**src/rtl/vector_store_serializer_pkg.sv**
```systemverilog
// Shared constants, vector/beat types and FSM states for the vector store serializer.
package vec_pkg;
  localparam int N     = 32;
  localparam int V     = 20;
  localparam int L     = 4;
  localparam int AW    = 16;
  localparam int BEATS = (V + L - 1) / L;
  localparam int CW    = $clog2(BEATS + 1);

  typedef logic [V-1:0][N-1:0] vec_t;
  typedef logic [L-1:0][N-1:0] beat_t;
  typedef enum logic [1:0] {IDLE, WRITE, DONE} state_t;
endpackage

```
**src/rtl/vector_store_serializer_if.sv**
```systemverilog
// Pipeline-side request and memory-side beat bus of the vector store serializer.
// VEC_STORE_MASK_EN adds the per-element store mask.
interface vector_store_serializer_if;
  import vec_pkg::*;
  logic          start;
  logic [AW-1:0] base_addr;
  vec_t          vec;
`ifdef VEC_STORE_MASK_EN
  logic [V-1:0]  mask;
`endif
  logic          mem_ready;
  logic          mem_we;
  logic [AW-1:0] mem_addr;
  beat_t         mem_wdata;
  logic [L-1:0]  mem_be;
  logic          stall;
  logic          done;

  modport slave (
    output mem_we, mem_addr, mem_wdata, mem_be, stall, done,
    input  start, base_addr, vec, mem_ready
`ifdef VEC_STORE_MASK_EN
    , mask
`endif
  );
  modport master (
    input  mem_we, mem_addr, mem_wdata, mem_be, stall, done,
    output start, base_addr, vec, mem_ready
`ifdef VEC_STORE_MASK_EN
    , mask
`endif
  );
endinterface

```
**src/rtl/vector_beat_slicer.sv**
```systemverilog
// Combinational beat select: lane j of beat b carries element b*L+j; tail lanes are zero.
// VEC_STORE_MASK_EN folds the element mask into the lane enables.
module vector_beat_slicer
  import vec_pkg::*;
(
  input  vec_t          vec,
  input  logic [CW-1:0] beat,
`ifdef VEC_STORE_MASK_EN
  input  logic [V-1:0]  mask,
`endif
  output beat_t         data,
  output logic [L-1:0]  be,
  output logic          none
);
  for (genvar j = 0; j < L; j++) begin : g_lane
    logic [BEATS-1:0][N-1:0] cand;
    logic [BEATS-1:0]        ok;
    for (genvar b = 0; b < BEATS; b++) begin : g_beat
      if (b * L + j < V) begin : g_in
        assign cand[b] = vec[b*L+j];
`ifdef VEC_STORE_MASK_EN
        assign ok[b]   = mask[b*L+j];
`else
        assign ok[b]   = 1'b1;
`endif
      end else begin : g_tail
        assign cand[b] = '0;
        assign ok[b]   = 1'b0;
      end
    end
    assign data[j] = cand[beat];
    assign be[j]   = ok[beat];
  end

  assign none = ~|be;
endmodule

```
**src/rtl/vector_store_serializer.sv**
```systemverilog
// MEM-stage store serializer: captures a V-element vector and writes it as L-lane beats.
// VEC_STORE_MASK_EN enables per-element masking and skipping of fully masked beats.
module vector_store_serializer
  import vec_pkg::*;
(
  input logic                      clk,
  input logic                      rst_n,
  vector_store_serializer_if.slave bus
);
  state_t        state;
  vec_t          vec_q;
  logic [AW-1:0] addr_q;
  logic [CW-1:0] cnt;
  logic [V-1:0]  mask_q;
  beat_t         data;
  logic [L-1:0]  be;
  logic          none;
  logic          in_write;
  logic          accept;

  vector_beat_slicer u_slicer (
    .vec  (vec_q),
    .beat (cnt),
`ifdef VEC_STORE_MASK_EN
    .mask (mask_q),
`endif
    .data (data),
    .be   (be),
    .none (none)
  );

  assign in_write      = (state == WRITE);
  // A fully masked beat retires on its own without a memory handshake.
  assign accept        = bus.mem_ready | none;
  assign bus.stall     = in_write;
  assign bus.mem_we    = in_write & ~none;
  assign bus.mem_wdata = in_write ? data : '0;
  assign bus.mem_be    = in_write ? be : '0;
  assign bus.mem_addr  = in_write ? addr_q : '0;
  assign bus.done      = (state == DONE);

  always_ff @(posedge clk or negedge rst_n) begin
    if (!rst_n) begin
      state  <= IDLE;
      vec_q  <= '0;
      addr_q <= '0;
      cnt    <= '0;
      mask_q <= '0;
    end else begin
      case (state)
        IDLE, DONE: begin
          if (bus.start) begin
            vec_q  <= bus.vec;
            addr_q <= bus.base_addr;
            cnt    <= '0;
`ifdef VEC_STORE_MASK_EN
            mask_q <= bus.mask;
`else
            mask_q <= '1;
`endif
            state  <= WRITE;
          end else begin
            state <= IDLE;
          end
        end
        WRITE: begin
          if (accept) begin
            addr_q <= addr_q + AW'(L);
            if (cnt == CW'(BEATS - 1)) begin
              cnt   <= '0;
              state <= DONE;
            end else begin
              cnt <= cnt + 1'b1;
            end
          end
        end
        default: state <= IDLE;
      endcase
    end
  end
endmodule

```
**src/flat_wrapper.sv**
```systemverilog
// flat-port wrapper written by rule: the top's interface ports become plain ports
module vector_store_serializer_flat import vec_pkg::*;
  (clk, rst_n, bus_mem_we, bus_mem_addr, bus_mem_wdata, bus_mem_be, bus_stall, bus_done, bus_start, bus_base_addr, bus_vec, bus_mem_ready);
  vector_store_serializer_if bus_i ();
  input logic clk;
  input logic rst_n;
  output wire logic [$bits(bus_i.mem_we)-1:0] bus_mem_we;
  output wire logic [$bits(bus_i.mem_addr)-1:0] bus_mem_addr;
  output wire logic [$bits(bus_i.mem_wdata)-1:0] bus_mem_wdata;
  output wire logic [$bits(bus_i.mem_be)-1:0] bus_mem_be;
  output wire logic [$bits(bus_i.stall)-1:0] bus_stall;
  output wire logic [$bits(bus_i.done)-1:0] bus_done;
  input wire logic [$bits(bus_i.start)-1:0] bus_start;
  input wire logic [$bits(bus_i.base_addr)-1:0] bus_base_addr;
  input wire logic [$bits(bus_i.vec)-1:0] bus_vec;
  input wire logic [$bits(bus_i.mem_ready)-1:0] bus_mem_ready;
  assign bus_mem_we = bus_i.mem_we;
  assign bus_mem_addr = bus_i.mem_addr;
  assign bus_mem_wdata = bus_i.mem_wdata;
  assign bus_mem_be = bus_i.mem_be;
  assign bus_stall = bus_i.stall;
  assign bus_done = bus_i.done;
  assign bus_i.start = bus_start;
  assign bus_i.base_addr = bus_base_addr;
  assign bus_i.vec = bus_vec;
  assign bus_i.mem_ready = bus_mem_ready;
  vector_store_serializer u_core (.clk(clk), .rst_n(rst_n), .bus(bus_i));
endmodule
```
**config.mk**
```make
export PLATFORM = sky130hd
export DESIGN_NAME = vector_store_serializer_flat
export DESIGN_NICKNAME = d
export VERILOG_FILES = /design/src/rtl/vector_store_serializer_pkg.sv /design/src/rtl/vector_store_serializer_if.sv /design/src/rtl/vector_beat_slicer.sv /design/src/rtl/vector_store_serializer.sv /design/src/flat_wrapper.sv
export SDC_FILE = /design/constraint.sdc
export NUM_CORES = 2
export LEC_CHECK = 0
export ABC_AREA = 0
export BUFFER_PORTS_ARGS = -buffer_cell sky130_fd_sc_hd__buf_2
export CAP_MARGIN = 20
export CORE_AREA = 2 2 319 321
export CTS_BUF_LIST = sky130_fd_sc_hd__clkbuf_4
export CTS_CLUSTER_SIZE = 28
export DETAILED_ROUTE_END_ITERATION = 16
export DIE_AREA = 0 0 321 323
export GPL_TIMING_DRIVEN = 1
export PLACE_DENSITY = 0.56
export SLEW_MARGIN = 0
export SYNTH_ARGS = -nofsm -noshare
export SYNTH_HDL_FRONTEND = slang
export SYNTH_SLANG_ARGS = --single-unit
```
**constraint.sdc**
```tcl
create_clock -name clk -period 2.8 [get_ports clk]
set_input_delay 0.14 -clock clk [delete_from_list [all_inputs] [get_ports clk]]
set_output_delay 0.14 -clock clk [all_outputs]
set_load 0.005 [all_outputs]
```
==> impl_metrics.csv, run 1 <==
group,metric,value,unit
status,status,"did not finish",
status,stop_stage,"4_1_cts",
status,firstError,"[ERROR RSZ-0060] Max buffer count reached.",
logic_synthesis,ys.warnings.count,0,
cts,h-tree-depth,4,
logic_synthesis,synthFlopType,"dfrtp_1",
cts,cts.sinks,661,
placed_design,portBuffers,810,
placed_design,gp_congestion,0.8408,
cts,cts_root_buffer,"clkbuf_4",
cts,cts_inserted_buffers,189,
floorplan,io_pins,811,
logic_synthesis,synth-seq-cells,661,
logic_synthesis,yosysSeqAreaShare,55.85,%
cts,cts_resized,63,
logic_synthesis,ys_types,36,
logic_synthesis,synth.area.top_cells,"dfrtp_1 56%, mux2_2 24%, mux4_2 9.7%, a22oi_1 3.2%, nor2_1 1.7%",
logic_synthesis,synth_area_leader_cell,"dfrtp_1",
logic_synthesis,avgSynthCellArea,15.11,um^2
floorplan,die_x,321,um
logic_synthesis,syn_inst,1960,
placed_design,hpwl,72040,um
logic_synthesis,async_reset_ff_share,100.0,%
floorplan,rows,117,
logic_synthesis,synth-edff-count,0,
floorplan,start_util,29.41,%
floorplan,die_h,323,um
cts,ctsHoldBuffers,877,
cts,post_cts_buffers,31,
logic_synthesis,syn-num-nets,2623,
logic_synthesis,netlist_area,29620,um^2
cts,clockBufferDepth,3,
logic_synthesis,synth_top_area_share,55.85,%
## through the flow
stage          cell area [um^2]  instances  setup slack, ps  util, %
2_1_floorplan             29620       1960             1192        -
3_3_place_gp              35750       4015            493.8    35.50
3_5_place_dp              35750       4015            501.9    35.50
## kinds of logic after synthesis
group	synth area share (%)
simple gates	2.547
compound gates	4.292
flops	55.85
buf+inv	3.012
mux	34.18
fa+ha+maj	0.1267
## cells in the mapped netlist (10+ instances only)
master    instances
buf_6            11
a21oi_1          20
clkbuf_1         35
nor2_1          133
mux4_2          128
and2_1           10
buf_4            14
dfrtp_1         661
a22oi_1         128
buf_2            98
nand2_1          12
mux2_2          642
==> inputs of run 2 (changes only) <==
- CORE_AREA: 2 2 319 321 -> not set
- CORE_UTILIZATION: not set -> 30
- CTS_BUF_LIST: sky130_fd_sc_hd__clkbuf_4 -> not set
- CTS_CLUSTER_SIZE: 28 -> not set
- DIE_AREA: 0 0 321 323 -> not set
- PLACE_DENSITY: 0.56 -> not set
- PLACE_DENSITY_LB_ADDON: not set -> 0.15
==> run 2 against run 1 <==
  * The flow now finishes without violations
  * Synthesized cell count unchanged
  * Area after synthesis stayed put
==> impl_metrics.csv, run 2 <==
group,metric,value,unit
power_and_ir_drop,vdd_drop_max,0.9220,mV
floorplan,core_region_area,97280,um^2
setup_path,r2r_start,"u_core.state[0]$_DFFE_PN0P_",
cts,cts_inserted_buffers,79,
placed_design,hpwl,73110,um
power_and_ir_drop,power.density,1079,nW/um^2
logic_synthesis,synth.area.top_cells,"dfrtp_1 56%, mux2_2 24%, mux4_2 9.7%, a22oi_1 3.2%, nor2_1 1.7%",
finish,mostFrequentLayoutCells,"809 x buf_2, 660 x dlygate4sd3_1, 658 x dfrtp_1",
sta,tns,0,ps
global_routing,grt_pass1_wl,157000,um
finish,largestRegisters,"u_core.vec_q (640), u_core.addr_q (16), u_core.cnt (3)",
setup_path,reg2regPathDepth,4,
logic_synthesis,synth-seq-cells,661,
placed_design,gp_congestion,0.8302,
finish,largest_reg_flops,640,
worst_hold_path,hold_path_class,"input port to async pin",
sta,timing.hold.ws,103.9,ps
setup_path,cp_data_required_time,2660,ps
global_routing,grt_pass1_vias,25680,
setup_path,cp-end-kind,"primary output",
route,drt_iter0_markers,1215,
finish,areaGrowthSynthToFinish,52.21,%
setup_path,reg2reg_to,"u_core.vec_q[229]$_DFFE_PN0P_",
logic_synthesis,yosysSeqAreaShare,55.85,%
setup_path,crit_buf_inv,3,
route,drc,0,
floorplan,start_util,30.45,%
sta,finalCriticalPeriod,2705,ps
sta,clock.fmax,0.3696,GHz
sta,grt_setup_unrepaired,"true",
floorplan,die_x,316.2,um
global_routing,grt.total_usage,20.86,%
route,routed_wl,108300,um
cts,cts_tree,"done",
cts,cts_root_buffer,"clkbuf_16",
global_routing,grt-ovfl-total,0,
sta,fin_crit_sh,96.62,%
floorplan,rows,114,
logic_synthesis,synth_area_leader_cell,"dfrtp_1",
setup_path,crit_path_max_fanout,26,
cts,h-tree-depth,3,
sta,drv_slew,0,
route,dr.pass1.iters,5,
finish,final_common_cell,"buf_2",
cts,clockBufferDepth,3,
route,ant_nets,0,
global_routing,antenna_found_initial,22,
route,vias,23250,
setup_path,crit_path_start_kind,"flop",
finish,instances_no_fill,4797,
finish,fin_util,46.34,%
status,status,"finished, final reports clean",
run,drv_cap,0,
sta,hold_viol,0,
cts,clk-insertion-delay-late,630,ps
sta,tightest_slew,1033,ps
route,viasPerCell,4.847,
setup_path,cp.arrival,2570,ps
placed_design,placed_cells,3959,
route,wl_per_cell,22.57,um
logic_synthesis,ys_types,36,
setup_path,crit_path_frequent_cell,"buf_12",
finish,largest_register,"u_core.vec_q",
logic_synthesis,syn-num-nets,2623,
sta,maxSlewHeadroom,31.11,%
floorplan,io_pins,811,
setup_path,critPathSlowestCell,"dfrtp_4",
logic_synthesis,synth.top_cells.by_count,"661 x dfrtp_1, 642 x mux2_2, 133 x nor2_1",
logic_synthesis,syn_inst,1960,
logic_synthesis,async_reset_ff_share,100.0,%
sta,fin_ws,94.62,ps
setup_path,cp_slowest_stage_delay,560,ps
sta,setup_viol,0,
logic_synthesis,synth_top_area_share,55.85,%
logic_synthesis,avgSynthCellArea,15.11,um^2
finish,drive_above_1_share,51.43,%
setup_path,critPathTopFamily,"buffers and inverters",
logic_synthesis,netlist_area,29620,um^2
finish,nets,4103,
logic_synthesis,synthFlopType,"dfrtp_1",
cts,cts.reportedPaths.clkPinSlew,60,ps
setup_path,timing.critical_path.cells,"nor3_4 -> buf_12 -> buf_12 -> a22oi_1 -> nor2_1 -> buf_2",
cts,cts.sinks,661,
logic_synthesis,ys.warnings.count,0,
global_routing,grt_max_degree,141,
setup_path,r2r_slack,680,ps
logic_synthesis,post-synth-top-count-cell,"dfrtp_1",
power_and_ir_drop,p_leak,0.01997,uW
placed_design,place_ws,565.0,ps
setup_path,path_class,"flop to primary output",
floorplan,die-area,99990,um^2
floorplan,die_h,316.2,um
sta,fin_worst_skew,11.53,ps
placed_design,portBuffers,810,
logic_synthesis,synth-edff-count,0,
## run 2: metrics by stage
step / instance area [um^2] / total power, uW
finish: 45080 / 48660
global route: 45080 / 51450
CTS: 44850 / 48650
detailed placement: 35340 / 36490
global placement: 35340 / 36000
floorplan: 29620 / 29190
## run 2: logic make-up after synthesis
| kind of cell | Yosys count | synth area share (%) |
|---|---|---|
| multiplexers | 771 | 34.18 |
| flip-flops | 661 | 55.85 |
| AO/OA/AOI/OAI | 178 | 4.292 |
| AND/OR/NAND/NOR | 178 | 2.547 |
| buffers and inverters | 169 | 3.012 |
| adder cells (fa/ha/maj) | 3 | 0.1267 |
## run 2: worst max-delay path by stage
stage | slack (ps) | start | depth (start not counted) | end
global placement | 560 | u_core.cnt[0]$_DFFE_PN0P_ | 6 | bus_mem_wdata[67]
detailed placement | 570 | u_core.cnt[1]$_DFFE_PN0P_ | 6 | bus_mem_wdata[58]
finish | 90 | u_core.cnt[1]$_DFFE_PN0P_ | 6 | bus_mem_wdata[65]
CTS | 4 | u_core.cnt[0]$_DFFE_PN0P_ | 6 | bus_mem_wdata[94]
global route | -2 | u_core.cnt[0]$_DFFE_PN0P_ | 6 | bus_mem_wdata[65]
floorplan | 1190 | u_core.cnt[0]$_DFFE_PN0P_ | 6 | bus_mem_wdata[19]
## run 2: power breakdown
part	total (uW)	leakage (uW)	switching (uW)	internal, uW
combinational	20500	0.0108	9140	11400
clock	10800	0.00133	4220	6630
sequential	17300	0.00779	2830	14500
total	48700	0.0200	16200	32500
## run 2: area by class of cell
cell class                      instances  area (um^2)
Clock inverter                         22        344.1
Multi-Input combinational cell       1130        12220
Clock buffer                          121         2390
Inverter                               10        42.54
Sequential cell                       661        16550
Timing Repair Buffer                 1558        11890
Tap cell                             1276         1597
Antenna cell                           19        47.55
Fill cell                            8858        52200
## run 2: repair_timing
| action | in CTS | in global routing |
|---|---|---|
| setup buffers | 4 | 7 |
| hold buffers | 660 | 0 |
| pin swaps | 1 | 1 |
| setup endpoints to repair | 95 | 35 |
| hold endpoints to repair | 715 | 0 |
| gates cloned | 2 | 3 |
| gates resized for setup | 21 | 14 |
## run 2: layer usage
layer  up-vias  GRT usage [%]  wire [um]
met5         -              0         31
met4         6          8.031       3687
met1     11970          25.15      43770
met2       816          36.55      55140
li1      10260              -          -
met3       193          4.173       5629
No activity file was read; power rests on OpenSTA's default activity.
